<file path="config.mk">
export PLATFORM = sky130hd
export DESIGN_NAME = keypad_input
export DESIGN_NICKNAME = d
export VERILOG_FILES = /design/src/rtl/keypad_input_pkg.sv /design/src/rtl/keypad_input_keymap.sv /design/src/rtl/keypad_input.sv
export SDC_FILE = /design/constraint.sdc
export NUM_CORES = 1
export LEC_CHECK = 0
export CORE_MARGIN = 5
export CORE_UTILIZATION = 29
export DETAILED_ROUTE_END_ITERATION = 8
export SYNTH_ARGS = -nofsm -noshare
export SYNTH_HDL_FRONTEND = slang
export SYNTH_SLANG_ARGS = --single-unit
</file>
<file path="constraint.sdc">
create_clock -name clk -period 9 [get_ports clk]
set_input_delay 2.7 -clock clk [delete_from_list [all_inputs] [get_ports clk]]
set_output_delay 2.7 -clock clk [all_outputs]
set_load 0.005 [all_outputs]
</file>
<file path="src/rtl/keypad_input_pkg.sv">
//==============================================================================
// Module   : keypad_input_pkg
// Brief    : Matrix geometry, controller command codes and row-scan helpers.
// Revision : 1.0
//==============================================================================
`default_nettype none

package keypad_input_pkg;

    localparam int KP_ROWS = 4;
    localparam int KP_COLS = 5;
    localparam int IC_N    = 5;

    localparam logic [IC_N-1:0] IC_NONE = 5'd0;
    localparam logic [IC_N-1:0] IC_NUM0 = 5'd1;
    localparam logic [IC_N-1:0] IC_NUM1 = 5'd2;
    localparam logic [IC_N-1:0] IC_NUM2 = 5'd3;
    localparam logic [IC_N-1:0] IC_NUM3 = 5'd4;
    localparam logic [IC_N-1:0] IC_NUM4 = 5'd5;
    localparam logic [IC_N-1:0] IC_NUM5 = 5'd6;
    localparam logic [IC_N-1:0] IC_NUM6 = 5'd7;
    localparam logic [IC_N-1:0] IC_NUM7 = 5'd8;
    localparam logic [IC_N-1:0] IC_NUM8 = 5'd9;
    localparam logic [IC_N-1:0] IC_NUM9 = 5'd10;
    localparam logic [IC_N-1:0] IC_EXAD = 5'd11;
    localparam logic [IC_N-1:0] IC_EXSB = 5'd12;
    localparam logic [IC_N-1:0] IC_EXMU = 5'd13;
    localparam logic [IC_N-1:0] IC_EXDI = 5'd14;
    localparam logic [IC_N-1:0] IC_EXLP = 5'd15;
    localparam logic [IC_N-1:0] IC_EXRP = 5'd16;
    localparam logic [IC_N-1:0] IC_EXEQ = 5'd17;
    localparam logic [IC_N-1:0] IC_CLBK = 5'd18;
    localparam logic [IC_N-1:0] IC_CLCL = 5'd19;

    function automatic logic [2:0] count_low(input logic [KP_ROWS-1:0] rows);
        logic [2:0] n;
        n = '0;
        for (int i = 0; i < KP_ROWS; i++) begin
            n = n + {2'b00, ~rows[i]};
        end
        return n;
    endfunction

    // Index of the lowest active (low) row; only meaningful when exactly one is low.
    function automatic logic [1:0] low_row(input logic [KP_ROWS-1:0] rows);
        logic [1:0] r;
        r = '0;
        for (int i = KP_ROWS - 1; i >= 0; i--) begin
            if (!rows[i]) begin
                r = 2'(i);
            end
        end
        return r;
    endfunction

endpackage

`default_nettype wire

</file>
<file path="src/rtl/keypad_input_keymap.sv">
//==============================================================================
// Module   : keypad_keymap
// Brief    : Combinational ROM translating a key index into a controller command.
// Revision : 1.0
//==============================================================================
`default_nettype none

module keypad_keymap
    import keypad_input_pkg::*;
(
    input  logic [4:0]      key_idx,
    output logic [IC_N-1:0] cmd
);

    always_comb begin
        cmd = IC_NONE;
        case (key_idx)
            5'd0:    cmd = IC_NUM0;
            5'd1:    cmd = IC_NUM1;
            5'd2:    cmd = IC_NUM2;
            5'd3:    cmd = IC_NUM3;
            5'd4:    cmd = IC_NUM4;
            5'd5:    cmd = IC_NUM5;
            5'd6:    cmd = IC_NUM6;
            5'd7:    cmd = IC_NUM7;
            5'd8:    cmd = IC_NUM8;
            5'd9:    cmd = IC_NUM9;
            5'd10:   cmd = IC_EXAD;
            5'd11:   cmd = IC_EXSB;
            5'd12:   cmd = IC_EXMU;
            5'd13:   cmd = IC_EXDI;
            5'd14:   cmd = IC_EXLP;
            5'd15:   cmd = IC_EXRP;
            5'd16:   cmd = IC_EXEQ;
            5'd17:   cmd = IC_CLBK;
            5'd18:   cmd = IC_CLCL;
            default: cmd = IC_NONE;
        endcase
    end

endmodule

`default_nettype wire

</file>
<file path="src/rtl/keypad_input.sv">
//==============================================================================
// Module   : keypad_input
// Brief    : 4x5 key matrix scanner with frame debounce and held command handshake.
// Revision : 1.0
//==============================================================================
`default_nettype none

module keypad_input
    import keypad_input_pkg::*;
#(
    parameter int SCAN_DIV   = 1000,
    parameter int DEBOUNCE_N = 8
) (
    input  logic               clk,
    input  logic               rst,
    input  logic [KP_ROWS-1:0] row_in,
    output logic [KP_COLS-1:0] col_out,
    input  logic               in_ack,
    output logic [IC_N-1:0]    in_cmd,
    output logic               key_lost
);

    localparam int         c_DIV_W = $clog2(SCAN_DIV);
    localparam logic [7:0] c_DEB   = 8'(DEBOUNCE_N);

    localparam logic [1:0] c_ST_SCAN    = 2'd0;
    localparam logic [1:0] c_ST_CONFIRM = 2'd1;
    localparam logic [1:0] c_ST_HELD    = 2'd2;
    localparam logic [1:0] c_ST_RELEASE = 2'd3;

    logic [c_DIV_W-1:0] div_cnt_q, div_cnt_d;
    logic [2:0]         col_q, col_d;
    logic [3:0]         sync1_q, sync1_d, sync2_q, sync2_d;
    logic [1:0]         acc_cnt_q, acc_cnt_d;
    logic [4:0]         acc_key_q, acc_key_d;
    logic [1:0]         state_q, state_d;
    logic [7:0]         cnt_q, cnt_d;
    logic [4:0]         cand_q, cand_d;
    logic               emit_q, emit_d;
    logic [IC_N-1:0]    in_cmd_q, in_cmd_d;
    logic               key_lost_q, key_lost_d;

    logic               w_sample_en, w_frame_end, w_single, w_none;
    logic [2:0]         w_sum;
    logic [1:0]         w_frame_cnt;
    logic [4:0]         w_frame_key, w_new_key;
    logic [7:0]         w_cnt_inc;
    logic [IC_N-1:0]    w_map;

    keypad_keymap u_keymap (
        .key_idx (cand_q),
        .cmd     (w_map)
    );

    // Scan timing, synchroniser and per-frame low-bit accumulation.
    always_comb begin
        w_sample_en = (div_cnt_q == c_DIV_W'(SCAN_DIV - 1));
        w_frame_end = w_sample_en && (col_q == 3'd4);
        div_cnt_d   = w_sample_en ? '0 : div_cnt_q + c_DIV_W'(1);
        col_d       = col_q;
        if (w_sample_en) begin
            col_d = (col_q == 3'd4) ? 3'd0 : col_q + 3'd1;
        end
        sync1_d     = row_in;
        sync2_d     = sync1_q;
        w_sum       = {1'b0, acc_cnt_q} + count_low(sync2_q);
        w_frame_cnt = (w_sum >= 3'd2) ? 2'd2 : w_sum[1:0];
        w_new_key   = 5'(low_row(sync2_q)) * 5'd5 + 5'(col_q);
        w_frame_key = (acc_cnt_q == 2'd1) ? acc_key_q : w_new_key;
        acc_cnt_d   = acc_cnt_q;
        acc_key_d   = acc_key_q;
        if (w_sample_en) begin
            acc_cnt_d = w_frame_end ? 2'd0 : w_frame_cnt;
            acc_key_d = w_frame_end ? 5'd0 : w_frame_key;
        end
        w_single  = w_frame_end && (w_frame_cnt == 2'd1);
        w_none    = w_frame_end && (w_frame_cnt == 2'd0);
        w_cnt_inc = (cnt_q == 8'hFF) ? cnt_q : cnt_q + 8'd1;
    end

    always_comb begin
        col_out = 5'b11111;
        case (col_q)
            3'd0:    col_out = 5'b11110;
            3'd1:    col_out = 5'b11101;
            3'd2:    col_out = 5'b11011;
            3'd3:    col_out = 5'b10111;
            3'd4:    col_out = 5'b01111;
            default: col_out = 5'b11110;
        endcase
    end

    // Debounce FSM: next state.
    always_comb begin
        state_d = state_q;
        cnt_d   = cnt_q;
        cand_d  = cand_q;
        if (w_frame_end) begin
            case (state_q)
                c_ST_SCAN: begin
                    if (w_single) begin
                        state_d = c_ST_CONFIRM;
                        cand_d  = w_frame_key;
                        cnt_d   = 8'd1;
                    end
                end
                c_ST_CONFIRM: begin
                    if (w_single && (w_frame_key == cand_q)) begin
                        cnt_d = w_cnt_inc;
                        if (w_cnt_inc == c_DEB) begin
                            state_d = c_ST_HELD;
                        end
                    end else begin
                        state_d = c_ST_SCAN;
                        cnt_d   = 8'd0;
                    end
                end
                c_ST_HELD: begin
                    if (w_none) begin
                        state_d = c_ST_RELEASE;
                        cnt_d   = 8'd1;
                    end
                end
                c_ST_RELEASE: begin
                    if (w_none) begin
                        cnt_d = w_cnt_inc;
                        if (w_cnt_inc == c_DEB) begin
                            state_d = c_ST_SCAN;
                        end
                    end else begin
                        state_d = c_ST_HELD;
                    end
                end
                default: state_d = c_ST_SCAN;
            endcase
        end
    end

    // Debounce FSM: outputs. cand_q stays valid in HELD, so it addresses the map during EMIT.
    always_comb begin
        emit_d = w_frame_end && (state_q == c_ST_CONFIRM) && w_single
                 && (w_frame_key == cand_q) && (w_cnt_inc == c_DEB);
    end

    always_comb begin
        in_cmd_d   = in_cmd_q;
        key_lost_d = key_lost_q;
        if (in_ack && (in_cmd_q != IC_NONE)) begin
            in_cmd_d = IC_NONE;
        end
        if (emit_q && (w_map != IC_NONE)) begin
            if (in_cmd_q == IC_NONE) begin
                in_cmd_d   = w_map;
                key_lost_d = 1'b0;
            end else if (!in_ack) begin
                key_lost_d = 1'b1;
            end else begin
                in_cmd_d = w_map;
            end
        end
    end

    always_ff @(posedge clk) begin
        if (rst) begin
            div_cnt_q  <= '0;
            col_q      <= 3'd0;
            sync1_q    <= 4'hF;
            sync2_q    <= 4'hF;
            acc_cnt_q  <= 2'd0;
            acc_key_q  <= 5'd0;
            state_q    <= c_ST_SCAN;
            cnt_q      <= 8'd0;
            cand_q     <= 5'd0;
            emit_q     <= 1'b0;
            in_cmd_q   <= IC_NONE;
            key_lost_q <= 1'b0;
        end else begin
            div_cnt_q  <= div_cnt_d;
            col_q      <= col_d;
            sync1_q    <= sync1_d;
            sync2_q    <= sync2_d;
            acc_cnt_q  <= acc_cnt_d;
            acc_key_q  <= acc_key_d;
            state_q    <= state_d;
            cnt_q      <= cnt_d;
            cand_q     <= cand_d;
            emit_q     <= emit_d;
            in_cmd_q   <= in_cmd_d;
            key_lost_q <= key_lost_d;
        end
    end

    assign in_cmd   = in_cmd_q;
    assign key_lost = key_lost_q;

endmodule

`default_nettype wire
</file>
==> Word-level counts from Yosys, hierarchy flattened <==
Memories as Yosys holds them, arrays and structs flattened. A register that Yosys moved wholly into a read port is not among the register bits.
Cells that the tools add are included.
{ "word_totals": {"wordCells": 97, "reg_bits": 50, "output_inout_bits": 11, "in_bits": 7, "mem_count": 1, "rom_bits": 160} }
{ "classes": {"muxes": 31, "add_sub_neg": 8, "n_reduce_logical": 20, "bitwise": 4, "magnitude_cmp": 1, "n_eq_ne": 19, "mul": 1} }
{ "mem_list": {"columns": ["name", "words", "word_bits", "rd", "rd_ports_with_merged_regs", "wr", "line_no", "rtl"], "rows": [
  ["(no name shown)", 32, 5, 1, 1, 0, "keypad_input_keymap.sv:17", "case (key_idx)"]
]} }
{ "op_table": {"columns": ["op", "count"], "rows": [
  ["$mux W5", 8],
  ["$mux W8", 5],
  ["$pmux W8 S4", 1],
  ["$mux W2", 12],
  ["$pmux W5 S4", 1],
  ["$add A10 B1 Y10 const B", 1],
  ["$eq A10 B10 Y1 const B", 1],
  ["$logic_and A1 B1 Y1", 10],
  ["$reduce_bool A5 Y1", 2],
  ["$add A8 B1 Y8 const B", 1],
  ["$eq A8 B4 Y1 const B", 1],
  ["$eq A8 B8 Y1 const B", 1],
  ["$pmux W2 S4", 1],
  ["$eq A2 B1 Y1 const B", 3],
  ["$eq A3 B2 Y1 const B", 2],
  ["$ne A2 B2 Y1 const B", 3],
  ["$ne A3 B3 Y1 const B", 2],
  ["$add A5 B3 Y5", 1],
  ["$eq A5 B5 Y1", 1],
  ["$logic_not A5 Y1", 1],
  ["$mul A2 B3 Y5 const B", 1],
  ["$reduce_and A5 Y1", 1],
  ["$eq A2 B2 Y1 const B", 2],
  ["$logic_not A2 Y1", 2],
  ["16 further kinds", 20]
]} }

==> Depth between registers and ports, before layout <==
Gate-level depths: netlist (run 1).
{ "logic_depth": {"word_depth": 12, "mapped_depth": 13, "ltp_nobuf": 12} }

==> Hierarchy <==
A second synthesis (run 1) with hierarchy kept.
{ "unflattened": {"hier_cells": 328, "area_unflattened_um2": 2849.0} }
{ "modules_own_cells": {"columns": ["mod", "cells_each", "area_per_inst_um2", "seq_area_each_um2", "n_inst"], "rows": [
  ["keypad_input", 309, 2693.8, 1001.0, 1],
  ["keypad_keymap", 19, 155.1, 0.0, 1]
]} }

==> Least setup slack after synthesis (run 1) <==
No wires, ideal clock.
{ "synth_timing": {"path_kind": "flip-flop to output port", "startpoint": "register col_q[0]", "endpoint": "output port col_out[1]", "path_stages_with_launch": 4, "path_buffers": 0, "t_required_ns": 6.300, "setup_slack_ns": 4.944, "arrival_time_ns": 1.356, "path_cell_list": "dfxtp_1 inv_1 ha_1 or4b_2"} }
{ "synth_between": {"elab_chain_len": 2, "word_cells_on_any_way": 5, "cone_classes": "eq/ne (4); mux (1)"} }
{ "synth_lines": {"columns": ["element", "line_no", "rtl"], "rows": [
  ["from (decl)", "keypad_input.sv:32", "logic [2:0] col_q, col_d;"],
  ["from (signal assigned)", "keypad_input.sv:179", "col_q <= col_d;"],
  ["$eq A3 B3 Y1 (tied with other cells)", "keypad_input.sv:83", "case (col_q)"],
  ["$pmux W5 S4 (*)", "keypad_input.sv:83", null],
  ["to (decl)", "keypad_input.sv:17", "output logic [KP_COLS-1:0] col_out,"]
]} }
Every way passes the cells marked *; elsewhere a longest branch is shown, timed or not.

==> Worst setup path in the final report (run 1) <==
Same ends and word-level chain as after synthesis.

==> results of run 1 <==
==> flip-flops by register name, summed over array words and instances, names as in the netlist, named ones only <==
signal,count
emit_q,1
acc_key_q,5
sync2_q,4
cnt_q,8
key_lost,1
col_q,3
cand_q,5
acc_cnt_q,2
state_q,2
u_keymap.cmd,5
div_cnt_q,10
sync1_q,4
==> worst paths after layout <==
check,from,endpoint,slack (ns)
setup / recovery,col_q[0]$_SDFFE_PP0P_,col_out[1],4.09
hold / removal,sync1_q[3]$_SDFF_PP1_,sync2_q[3]$_SDFF_PP1_,0.41
hold reg to reg,sync1_q[3]$_SDFF_PP1_,sync2_q[3]$_SDFF_PP1_,0.41
setup reg to reg,acc_cnt_q[0]$_SDFFE_PP0P_,cnt_q[0]$_SDFFE_PP0P_,4.87
==> area by class of cell <==
cell class	instances	area share, %
Clock buffer	6	2.26
Clock inverter	2	0.547
Inverter	15	1.76
Tap cell	133	5.19
Sequential cell	55	34.4
Timing Repair Buffer	18	5.54
Multi-Input combinational cell	247	50.3
==> logic make-up after synthesis <==
group,synth area share [%]
AO/OA/AOI/OAI,15.8
XOR/XNOR,4.66
adder cells (fa/ha/maj),6.84
buffers and inverters,3.69
flip-flops,39.1
multiplexers,2.49
AND/OR/NAND/NOR,27.4
==> report_power, final <==
group          switching [mW]  total [mW]  leakage [nW]  internal, mW
clock network          0.0831       0.139        0.0454        0.0561
registers             0.00204       0.248         0.445         0.246
logic                  0.0129      0.0220         0.714       0.00917
==> worst reg2reg max path: cells and delay by family, from the launching register on <==
kind | cells | cell delay (ns)
buffers and inverters | 2 | 0.15
and+or+nand+nor | 4 | 1.30
adders and majority gates | 3 | 1.35
AOI/OAI and AO/OA | 3 | 0.86
DFF | 1 | 0.40
==> synthesized netlist by cell type (4+ instances only) <==
library cell,n
dfxtp_1,55
nor2_1,41
a21oi_1,26
nand2_1,17
inv_1,15
o21ai_0,15
and2_1,11
nand3_1,10
nor3_1,10
ha_1,9
nand3b_1,8
or2_2,8
xor2_1,8
mux2i_1,7
nor2b_1,7
xnor2_1,7
clkbuf_1,6
fa_1,4
==> per-stage QoR <==
step	instances	util (%)	cell area (um^2)
final	476	33.2	3200
after CTS	476	33.2	3200
after global placement	468	32.3	3110
after floorplan	327	-	2820
after global routing	476	33.2	3200
after detailed placement	468	32.3	3110
==> metal layers <==
| metal | routed length [um] | global-route usage (%) | part of all wire (%) |
|---|---|---|---|
| met1 | 2780 | 13.9 | 50 |
| met2 | 2570 | 16.5 | 46 |
| met3 | 164 | 1.61 | 2.9 |
| met4 | 98 | 4.33 | 1.7 |
| met5 | 0 | 0 | 0 |
==> impl_metrics.prom, run 1 <==
# TYPE chip_impl_metric gauge
chip_impl_metric{name="power_leakage",unit="nW"} 1.21
chip_impl_metric{name="worst-slew-pin-transition",unit="ns"} 0.679
chip_impl_metric{name="ff_latch_area",unit="mm^2"} 0.00110
chip_impl_metric{name="fin_ws",unit="ns"} 4.09
chip_impl_metric{name="final-setup-viol-count",unit=""} 0
chip_impl_metric{name="post-synth-top-area-fraction",unit="%"} 39.1
chip_impl_metric{name="clk_pin_slew_worst_paths",unit="ns"} 0.09
chip_impl_metric{name="finalNetCount",unit=""} 362
chip_impl_metric{name="netlist_area_pre_place",unit="mm^2"} 0.00282
chip_impl_metric{name="routed_via_density",unit=""} 4.78
chip_impl_metric{name="cts_resized",unit=""} 0
chip_impl_metric{name="floorplan.initialDensity",unit="%"} 29.2
chip_impl_metric{name="place_hpwl",unit="um"} 4070
chip_impl_metric{name="grt_antenna_before_repair",unit=""} 0
chip_impl_metric{name="worstSetupPathDepth",unit=""} 4
chip_impl_info{name="setup_crit_start_kind",value="register"} 1
chip_impl_metric{name="path_buf_inv",unit=""} 2
chip_impl_metric{name="achievable-frequency",unit="MHz"} 203
chip_impl_info{name="tritoncts",value="built"} 1
chip_impl_info{name="unrepaired_setup_endpoints_after_global_routing",value="no"} 1
chip_impl_metric{name="postSynthRegisterBits",unit=""} 55
chip_impl_metric{name="holdWs",unit="ns"} 0.414
chip_impl_metric{name="ff2ff_path_depth",unit=""} 12
chip_impl_metric{name="ys_warn_count",unit=""} 0
chip_impl_metric{name="cp_data_required_time",unit="ns"} 6.30
chip_impl_info{name="clock_tree.root_cell",value="clkbuf_8"} 1
chip_impl_metric{name="row_count",unit=""} 36
chip_impl_metric{name="setup_slack_placement",unit="ns"} 4.42
chip_impl_metric{name="postSynthNetCount",unit=""} 347
chip_impl_metric{name="cts_max_path_buffers",unit=""} 2
chip_impl_metric{name="antenna_cells",unit=""} 0
chip_impl_info{name="netlist_top_cells_area",value="dfxtp_1, nor2_1, a21oi_1"} 1
chip_impl_metric{name="drive_gt1_share",unit="%"} 6.71
chip_impl_info{name="critical-path-top-delay-family",value="simple AND/OR/NAND/NOR gates"} 1
chip_impl_metric{name="dr.first_iter.drc_count",unit=""} 113
chip_impl_metric{name="number_of_sinks_driven_by_the_clock_tree",unit=""} 55
chip_impl_info{name="hold_class",value="register to register"} 1
chip_impl_metric{name="whs_path_depth",unit=""} 1
chip_impl_metric{name="finClkSkew",unit="ns"} 0.00847
chip_impl_info{name="criticalPathCategory",value="register to output port"} 1
chip_impl_info{name="timing.critical_path.cells",value="inv_1 -> ha_1 -> or4b_2 -> clkdlybuf4s50_1"} 1
chip_impl_metric{name="worst_ir_drop_vdd",unit="mV"} 0.0595
chip_impl_metric{name="wl_per_cell",unit="um"} 11.8
chip_impl_metric{name="grt-ovfl-total",unit=""} 0
chip_impl_metric{name="finalWeightedCongestion",unit=""} 0.809
chip_impl_metric{name="remaining_routing_drc_violations",unit=""} 0
chip_impl_metric{name="number_of_max_slew_violations_in_the_final_report",unit=""} 0
chip_impl_metric{name="multiInputGateArea",unit="mm^2"} 0.00161
chip_impl_metric{name="final_hold_viol_count",unit=""} 0
chip_impl_metric{name="fillCellCount",unit=""} 1038
chip_impl_metric{name="die_height",unit="um"} 109
chip_impl_metric{name="synth_enable_flop_cells",unit=""} 0
chip_impl_metric{name="final_min_period_over_clock_period",unit="%"} 54.6
chip_impl_info{name="synth-main-ff-cell",value="dfxtp_1"} 1
chip_impl_metric{name="power_consumption",unit="mW"} 0.409
chip_impl_metric{name="postRouteWirelength",unit="um"} 5620
chip_impl_metric{name="cpPeakStageDelay",unit="ns"} 0.61
chip_impl_metric{name="data_arrival_time_of_the_critical_path",unit="ns"} 2.21
chip_impl_metric{name="i_o_pin_cnt",unit=""} 18
chip_impl_metric{name="grt_pass1_wl",unit="um"} 9950
chip_impl_metric{name="postSynthCellCount",unit=""} 327
chip_impl_info{name="slowest_stage",value="or4b_2"} 1
chip_impl_metric{name="power_per_cell_area",unit="mW/mm^2"} 128
chip_impl_metric{name="seq_total_area_yosys",unit="%"} 39.1
chip_impl_metric{name="syn_to_layout_area_delta",unit="%"} 13.7
chip_impl_metric{name="clock_latency_of_the_later_clocked_register_in_the_worst_skew_pair",unit="ns"} 0.32
chip_impl_info{name="layout.cells.most_common_list",value="dfxtp_1, nor2_1, a21oi_1"} 1
chip_impl_metric{name="cap_viol_max_count",unit=""} 0
chip_impl_metric{name="post-cts-setup-buffer-count",unit=""} 0
chip_impl_metric{name="synth_async_sr_flop_share",unit="%"} 0
chip_impl_info{name="layout_commonest_cell",value="dfxtp_1"} 1
chip_impl_info{name="synth_top_area_cell",value="dfxtp_1"} 1
chip_impl_metric{name="detail-route-antenna-nets",unit=""} 0
chip_impl_metric{name="die_x_extent",unit="um"} 109
chip_impl_metric{name="post_synthesis_area_per_instance",unit="um^2"} 8.62
chip_impl_metric{name="grt_max_degree",unit=""} 41
chip_impl_metric{name="worst-path-max-fanout",unit=""} 10
chip_impl_metric{name="cts_hold_repair.buffers",unit=""} 0
chip_impl_info{name="status",value="completed"} 1
chip_impl_metric{name="grt_pass1_vias",unit=""} 2167
chip_impl_metric{name="drt_first_pass_iters",unit=""} 4
chip_impl_metric{name="setup_total_negative_slack",unit="ns"} 0
chip_impl_metric{name="die_area",unit="mm^2"} 0.0118
chip_impl_metric{name="period_needed",unit="ns"} 4.91
chip_impl_metric{name="cts-buffers-inserted",unit=""} 5
chip_impl_metric{name="detailroute.via_count",unit=""} 2276
chip_impl_info{name="endpoint_kind",value="output port"} 1
chip_impl_metric{name="placeableCoreArea",unit="mm^2"} 0.00964
chip_impl_metric{name="synth.distinct_cells",unit=""} 55
chip_impl_metric{name="cts_max_level",unit=""} 2
chip_impl_metric{name="place.port_buffers",unit=""} 17
chip_impl_metric{name="grt.total_usage",unit="%"} 10.4
chip_impl_metric{name="worst_slew_margin_rel",unit="%"} 54.5
(Power assumes the default switching activity.)
==> run 2, diff against run 1 <==
clock period = 4.55 ns   (was 9 ns; I/O delays follow)
==> run 2 against run 1 <==
Non-clock buffer count is 1 higher. Cell count grew 0.21%. Total power increased by 120%. Critical endpoint is now cnt_q[4]$_SDFFE_PP0P_. Utilization up 0.52 points. Worst setup slack lost 3.6 ns.
==> impl_metrics.prom, run 2 (same netlist as run 1, synthesis figures left out) <==
# TYPE chip_impl_metric gauge
chip_impl_metric{name="antenna_cells",unit=""} 0
chip_impl_metric{name="place.port_buffers",unit=""} 17
chip_impl_info{name="setup_crit_start_kind",value="register"} 1
chip_impl_metric{name="power.share.sequential",unit="%"} 53.8
chip_impl_metric{name="period_needed",unit="ns"} 4.07
chip_impl_info{name="reg2reg_from",value="acc_cnt_q[0]$_SDFFE_PP0P_"} 1
chip_impl_metric{name="finalNetCount",unit=""} 363
chip_impl_metric{name="grt_antenna_before_repair",unit=""} 0
chip_impl_metric{name="achievable-frequency",unit="MHz"} 246
chip_impl_metric{name="share_clk_of_total_power",unit="%"} 41.3
chip_impl_metric{name="met3_use_gr",unit="%"} 1.85
chip_impl_metric{name="netSwitchingFraction",unit="%"} 20.5
chip_impl_info{name="grt_most_used_layer",value="met2"} 1
chip_impl_metric{name="die_height",unit="um"} 109
chip_impl_metric{name="cts_hold_repair.buffers",unit=""} 0
chip_impl_metric{name="grt_pass1_vias",unit=""} 2040
chip_impl_metric{name="clock_latency_of_the_later_clocked_register_in_the_worst_skew_pair",unit="ns"} 0.31
chip_impl_metric{name="cpPeakStageDelay",unit="ns"} 0.52
chip_impl_metric{name="place_hpwl",unit="um"} 4100
chip_impl_metric{name="cap_viol_max_count",unit=""} 0
chip_impl_metric{name="final_min_period_over_clock_period",unit="%"} 89.5
chip_impl_metric{name="floorplan.initialDensity",unit="%"} 29.2
chip_impl_metric{name="final-setup-viol-count",unit=""} 0
chip_impl_info{name="layout.cells.most_common_list",value="dfxtp_1, nor2_1, a21oi_1"} 1
chip_impl_metric{name="r2r_setup_slack",unit="ns"} 0.48
chip_impl_metric{name="power.internal",unit="mW"} 0.725
chip_impl_info{name="regMostFlops",value="div_cnt_q"} 1
chip_impl_metric{name="setup_total_negative_slack",unit="ns"} 0
chip_impl_metric{name="dr.first_iter.drc_count",unit=""} 135
chip_impl_metric{name="largest_register_ffs",unit=""} 10
chip_impl_info{name="slowest_stage",value="or4b_1"} 1
chip_impl_metric{name="final_hold_viol_count",unit=""} 0
chip_impl_metric{name="grt_max_degree",unit=""} 17
chip_impl_metric{name="comb_power_share",unit="%"} 4.9
chip_impl_metric{name="worst-path-max-fanout",unit=""} 14
chip_impl_metric{name="cts_resized",unit=""} 0
chip_impl_metric{name="row_count",unit=""} 36
chip_impl_metric{name="die_x_extent",unit="um"} 109
chip_impl_metric{name="syn_to_layout_area_delta",unit="%"} 15.5
chip_impl_info{name="hp-start",value="sync1_q[3]$_SDFF_PP1_"} 1
chip_impl_info{name="path_common_cell",value="fa_1"} 1
chip_impl_metric{name="drt_first_pass_iters",unit=""} 4
chip_impl_metric{name="drive_gt1_share",unit="%"} 6.98
chip_impl_metric{name="clk_pin_slew_worst_paths",unit="ns"} 0.09
chip_impl_metric{name="cp_data_required_time",unit="ns"} 4.78
chip_impl_info{name="timing.critical_path.cells",value="inv_1 -> fa_1 -> inv_1 -> fa_1 -> fa_1 -> nor2_1 -> nand4b_1 -> or4b_1 -> or3_4 -> o31ai_4 -> o21ai_0 -> a211oi_1"} 1
chip_impl_metric{name="die_area",unit="mm^2"} 0.0118
chip_impl_metric{name="grt.total_usage",unit="%"} 10.1
chip_impl_metric{name="detail-route-antenna-nets",unit=""} 0
chip_impl_metric{name="grt_pass1_wl",unit="um"} 9650
chip_impl_info{name="status",value="completed"} 1
chip_impl_info{name="criticalPathCategory",value="register to register"} 1
chip_impl_info{name="endpoint_kind",value="register"} 1
chip_impl_metric{name="worst-slew-pin-transition",unit="ns"} 0.617
chip_impl_metric{name="placeableCoreArea",unit="mm^2"} 0.00964
chip_impl_metric{name="path_buf_inv",unit=""} 2
chip_impl_metric{name="post-cts-setup-buffer-count",unit=""} 0
chip_impl_metric{name="number_of_max_slew_violations_in_the_final_report",unit=""} 0
chip_impl_metric{name="power_consumption",unit="mW"} 0.913
chip_impl_metric{name="grt-ovfl-total",unit=""} 0
chip_impl_metric{name="worst_slew_margin_rel",unit="%"} 58.7
chip_impl_metric{name="gr-usage-met1",unit="%"} 14.1
chip_impl_metric{name="power_leakage",unit="nW"} 1.23
chip_impl_metric{name="cts-buffers-inserted",unit=""} 5
chip_impl_metric{name="data_arrival_time_of_the_critical_path",unit="ns"} 4.30
chip_impl_info{name="biggestRegsByFlops",value="div_cnt_q (10), cnt_q (8)"} 1
chip_impl_metric{name="cts_max_level",unit=""} 2
chip_impl_metric{name="finClkSkew",unit="ns"} 0.00542
chip_impl_info{name="crit_start",value="acc_cnt_q[0]$_SDFFE_PP0P_"} 1
chip_impl_metric{name="wl_per_cell",unit="um"} 11.8
chip_impl_metric{name="number_of_sinks_driven_by_the_clock_tree",unit=""} 55
chip_impl_metric{name="use_met2",unit="%"} 15.5
chip_impl_metric{name="detailroute.via_count",unit=""} 2295
chip_impl_metric{name="finalWeightedCongestion",unit=""} 0.788
chip_impl_info{name="clock_tree.root_cell",value="clkbuf_8"} 1
chip_impl_metric{name="power_per_cell_area",unit="mW/mm^2"} 280
chip_impl_info{name="layout_commonest_cell",value="dfxtp_1"} 1
chip_impl_info{name="tritoncts",value="built"} 1
chip_impl_metric{name="i_o_pin_cnt",unit=""} 18
chip_impl_info{name="critical-path-top-delay-family",value="adder cells"} 1
chip_impl_metric{name="postRouteWirelength",unit="um"} 5640
chip_impl_info{name="hold_class",value="register to register"} 1
chip_impl_metric{name="cts_max_path_buffers",unit=""} 2
chip_impl_metric{name="remaining_routing_drc_violations",unit=""} 0
chip_impl_info{name="unrepaired_setup_endpoints_after_global_routing",value="no"} 1
chip_impl_metric{name="routed_via_density",unit=""} 4.81
chip_impl_metric{name="worst_ir_drop_vdd",unit="mV"} 0.157
chip_impl_metric{name="p_switching",unit="mW"} 0.187
-- run 2: cell count changes in the layout (fill, tap and decap cells not counted), sizes merged --
cell	before	now
bufinv	0	2
buf	1	2
clkinv	2	0
-- run 2: through the flow --
step | hold slack [ns] | cells | util, % | instance area, um^2 | setup slack (ns)
floorplan | 0.389 | 327 | - | 2820 | 0.888
global placement | 0.392 | 469 | 32.4 | 3120 | 0.591
detailed placement | 0.395 | 469 | 32.4 | 3120 | 0.453
CTS | 0.417 | 477 | 33.8 | 3250 | 0.458
global route | 0.427 | 477 | 33.8 | 3250 | 0.139
finish | 0.414 | 477 | 33.8 | 3250 | 0.479
-- run 2: final timing paths --
check / cells past startpoint / end
setup / recovery: 12 / cnt_q[4]$_SDFFE_PP0P_
setup reg to reg: 12 / cnt_q[4]$_SDFFE_PP0P_
hold reg to reg: 1 / sync2_q[3]$_SDFF_PP1_
hold / removal: 1 / sync2_q[3]$_SDFF_PP1_
-- run 2: power by group through the flow --
stage	clock, mW	combinational [mW]	sequential, mW
floorplan	0	0.0299	0.501
global placement	0	0.0441	0.502
detailed placement	0	0.0447	0.502
CTS	0.385	0.0450	0.491
global route	0.409	0.0499	0.492
finish	0.377	0.0446	0.491
-- run 2: area by class of cell --
type | count | area [um^2]
inverter | 15 | 56.3
fill | 1044 | 6380
tap | 133 | 166
multi-input combinational | 247 | 1610
timing repair buffer | 19 | 185
sequential | 55 | 1100
clock buffer | 6 | 72.6
clock inverter | 2 | 60.1
-- run 2: routing by layer --
metal  routed length [um]  up-vias
met4                   76        0
met2                 2610       44
met5                    0        -
met3                  175        5
met1                 2780     1061
li1                     -     1185
-- run 2: worst reg2reg max path, stage by stage (launching register included) --
cell and delay, ns:
dfxtp_1 0.38, inv_1 0.09, fa_1 0.50, inv_1 0.05, fa_1 0.37, fa_1 0.49
nor2_1 0.23, nand4b_1 0.18, or4b_1 0.52, or3_4 0.35, o31ai_4 0.49, o21ai_0 0.15
a211oi_1 0.20
==> run 3, diff against run 2 <==
REMOVE_ABC_BUFFERS = 1   (was unset)
==> run 3 against run 2 <==
Non-clock buffer count did not move. Largest power group unchanged. Die area did not move. Clock power fell by 24%. First-iteration DRC count fell by 1.5%.
==> impl_metrics.prom, run 3 (same netlist as run 1, synthesis figures left out) <==
# TYPE chip_impl_metric gauge
chip_impl_info{name="status",value="completed"} 1
chip_impl_metric{name="cts_resized",unit=""} 0
chip_impl_metric{name="postRouteWirelength",unit="um"} 5540
chip_impl_info{name="highest_layer",value="met4"} 1
chip_impl_metric{name="placeableCoreArea",unit="mm^2"} 0.00964
chip_impl_metric{name="cts_max_path_buffers",unit=""} 2
chip_impl_metric{name="finalWeightedCongestion",unit=""} 0.832
chip_impl_metric{name="cp_data_required_time",unit="ns"} 4.78
chip_impl_metric{name="final_min_period_over_clock_period",unit="%"} 90.0
chip_impl_metric{name="floorplan.initialDensity",unit="%"} 29.2
chip_impl_metric{name="cts-buffers-inserted",unit=""} 5
chip_impl_metric{name="worst-path-max-fanout",unit=""} 14
chip_impl_metric{name="finalNetCount",unit=""} 363
chip_impl_metric{name="die_height",unit="um"} 109
chip_impl_metric{name="routed_via_density",unit=""} 4.78
chip_impl_metric{name="wl_per_cell",unit="um"} 11.6
chip_impl_info{name="layout_commonest_cell",value="dfxtp_1"} 1
chip_impl_metric{name="power_consumption",unit="mW"} 0.824
chip_impl_metric{name="route.met3.wl",unit="um"} 148
chip_impl_info{name="endpoint_kind",value="register"} 1
chip_impl_metric{name="largest_register_ffs",unit=""} 10
chip_impl_info{name="hold_class",value="register to register"} 1
chip_impl_metric{name="fillCellCount",unit=""} 1022
chip_impl_metric{name="finish.cell_count_without_fillers",unit=""} 477
chip_impl_metric{name="setup_total_negative_slack",unit="ns"} 0
chip_impl_metric{name="post-route-cell-area",unit="mm^2"} 0.00322
chip_impl_metric{name="finClkSkew",unit="ns"} 0.00687
chip_impl_metric{name="grt_pass1_wl",unit="um"} 9920
chip_impl_metric{name="cap_viol_max_count",unit=""} 0
chip_impl_metric{name="clk_pin_slew_worst_paths",unit="ns"} 0.09
chip_impl_metric{name="antenna_cells",unit=""} 0
chip_impl_metric{name="grt_pass1_vias",unit=""} 2202
chip_impl_metric{name="wl_met1",unit="um"} 2700
chip_impl_info{name="regMostFlops",value="div_cnt_q"} 1
chip_impl_info{name="criticalPathCategory",value="register to register"} 1
chip_impl_metric{name="power_leakage",unit="nW"} 1.22
chip_impl_metric{name="detailroute.wirelength.met2",unit="um"} 2530
chip_impl_metric{name="detail-route-antenna-nets",unit=""} 0
chip_impl_metric{name="final_standard_cell_utilization_of_the_core",unit="%"} 33.4
chip_impl_metric{name="die_area",unit="mm^2"} 0.0118
chip_impl_metric{name="i_o_pin_cnt",unit=""} 18
chip_impl_metric{name="worst_slew_margin_rel",unit="%"} 55.1
chip_impl_metric{name="post_dp_cell_area",unit="mm^2"} 0.00312
chip_impl_info{name="clock_tree.root_cell",value="clkbuf_8"} 1
chip_impl_metric{name="place_hpwl",unit="um"} 4120
chip_impl_metric{name="grt_max_degree",unit=""} 17
chip_impl_metric{name="drt_first_pass_iters",unit=""} 4
chip_impl_metric{name="grt.total_usage",unit="%"} 10.2
chip_impl_metric{name="numPlacedInstances",unit=""} 469
chip_impl_metric{name="drive_gt1_share",unit="%"} 6.98
chip_impl_info{name="layout.cells.most_common_list",value="dfxtp_1, nor2_1, a21oi_1"} 1
chip_impl_metric{name="detailroute.via_count",unit=""} 2281
chip_impl_metric{name="dr.first_iter.drc_count",unit=""} 133
chip_impl_info{name="biggestRegsByFlops",value="div_cnt_q (10), cnt_q (8)"} 1
chip_impl_metric{name="row_count",unit=""} 36
chip_impl_metric{name="final_hold_viol_count",unit=""} 0
chip_impl_metric{name="final-setup-viol-count",unit=""} 0
chip_impl_metric{name="grt-ovfl-total",unit=""} 0
chip_impl_metric{name="clock_latency_of_the_later_clocked_register_in_the_worst_skew_pair",unit="ns"} 0.30
chip_impl_info{name="unrepaired_setup_endpoints_after_global_routing",value="no"} 1
chip_impl_metric{name="cts_hold_repair.buffers",unit=""} 0
chip_impl_metric{name="worst-slew-pin-transition",unit="ns"} 0.671
chip_impl_metric{name="cts_max_level",unit=""} 2
chip_impl_metric{name="grt_antenna_before_repair",unit=""} 0
chip_impl_metric{name="power_per_cell_area",unit="mW/mm^2"} 256
chip_impl_metric{name="number_of_sinks_driven_by_the_clock_tree",unit=""} 55
chip_impl_metric{name="post-cts-setup-buffer-count",unit=""} 0
chip_impl_metric{name="achievable-frequency",unit="MHz"} 244
chip_impl_info{name="setup_crit_start_kind",value="register"} 1
chip_impl_metric{name="remaining_routing_drc_violations",unit=""} 0
chip_impl_metric{name="period_needed",unit="ns"} 4.10
chip_impl_metric{name="worst_ir_drop_vdd",unit="mV"} 0.190
chip_impl_metric{name="die_x_extent",unit="um"} 109
chip_impl_info{name="tritoncts",value="built"} 1
chip_impl_metric{name="syn_to_layout_area_delta",unit="%"} 14.3
chip_impl_metric{name="data_arrival_time_of_the_critical_path",unit="ns"} 4.32
chip_impl_metric{name="place.port_buffers",unit=""} 17
chip_impl_metric{name="number_of_max_slew_violations_in_the_final_report",unit=""} 0
==> run 3: cell count changes in the layout (fill, tap and decap cells not counted) <==
cell	change
bufinv_16	-2
clkbuf_8	+2
==> run 3: final timing paths <==
check                          endpoint  slack (ns)  depth (start not counted)                      start
setup reg to reg  cnt_q[4]$_SDFFE_PP0P_        0.45                         12  acc_cnt_q[0]$_SDFFE_PP0P_
hold reg to reg   sync2_q[0]$_SDFF_PP1_        0.42                          1      sync1_q[0]$_SDFF_PP1_
hold / removal    sync2_q[0]$_SDFF_PP1_        0.42                          1      sync1_q[0]$_SDFF_PP1_
setup / recovery  cnt_q[4]$_SDFFE_PP0P_        0.45                         12  acc_cnt_q[0]$_SDFFE_PP0P_
==> run 3: critical path, stage by stage, from the launching register on <==
cell and delay [ns]:
dfxtp_1 0.39, inv_1 0.09, fa_1 0.50, inv_1 0.05, fa_1 0.38, fa_1 0.49
nor2_1 0.23, nand4b_1 0.17, or4b_1 0.53, or3_4 0.36, o31ai_4 0.48, o21ai_0 0.15
a211oi_1 0.22
==> run 3: per-stage QoR <==
step | hold slack [ns] | worst slack (ns)
floorplan | 0.389 | 0.816
global placement | 0.391 | 0.616
detailed placement | 0.394 | 0.494
CTS | 0.416 | 0.461
global route | 0.432 | 0.143
finish | 0.415 | 0.455
==> run 3: area by class of cell <==
type / instances / area [um^2] / share of cell area, %
sequential: 55 / 1100 / 34.2
multi-input combinational: 247 / 1610 / 50.1
clock buffer: 8 / 100 / 3.11
inverter: 15 / 56.3 / 1.75
tap: 133 / 166 / 5.17
timing repair buffer: 19 / 185 / 5.75
==> run 3: metal layers <==
layer  vias up  GRT usage (%)
met5         -              0
met1      1059           13.1
met2        26           16.7
li1       1184              -
met3        12           2.15
met4         0           3.88
==> run 3: report_power, final <==
group	internal, mW	leakage [nW]	total, mW	switching (mW)
combinational	0.0189	0.719	0.0449	0.0260
sequential	0.486	0.445	0.491	0.00430
clock	0.139	0.0515	0.288	0.149
total	0.645	1.22	0.824	0.179
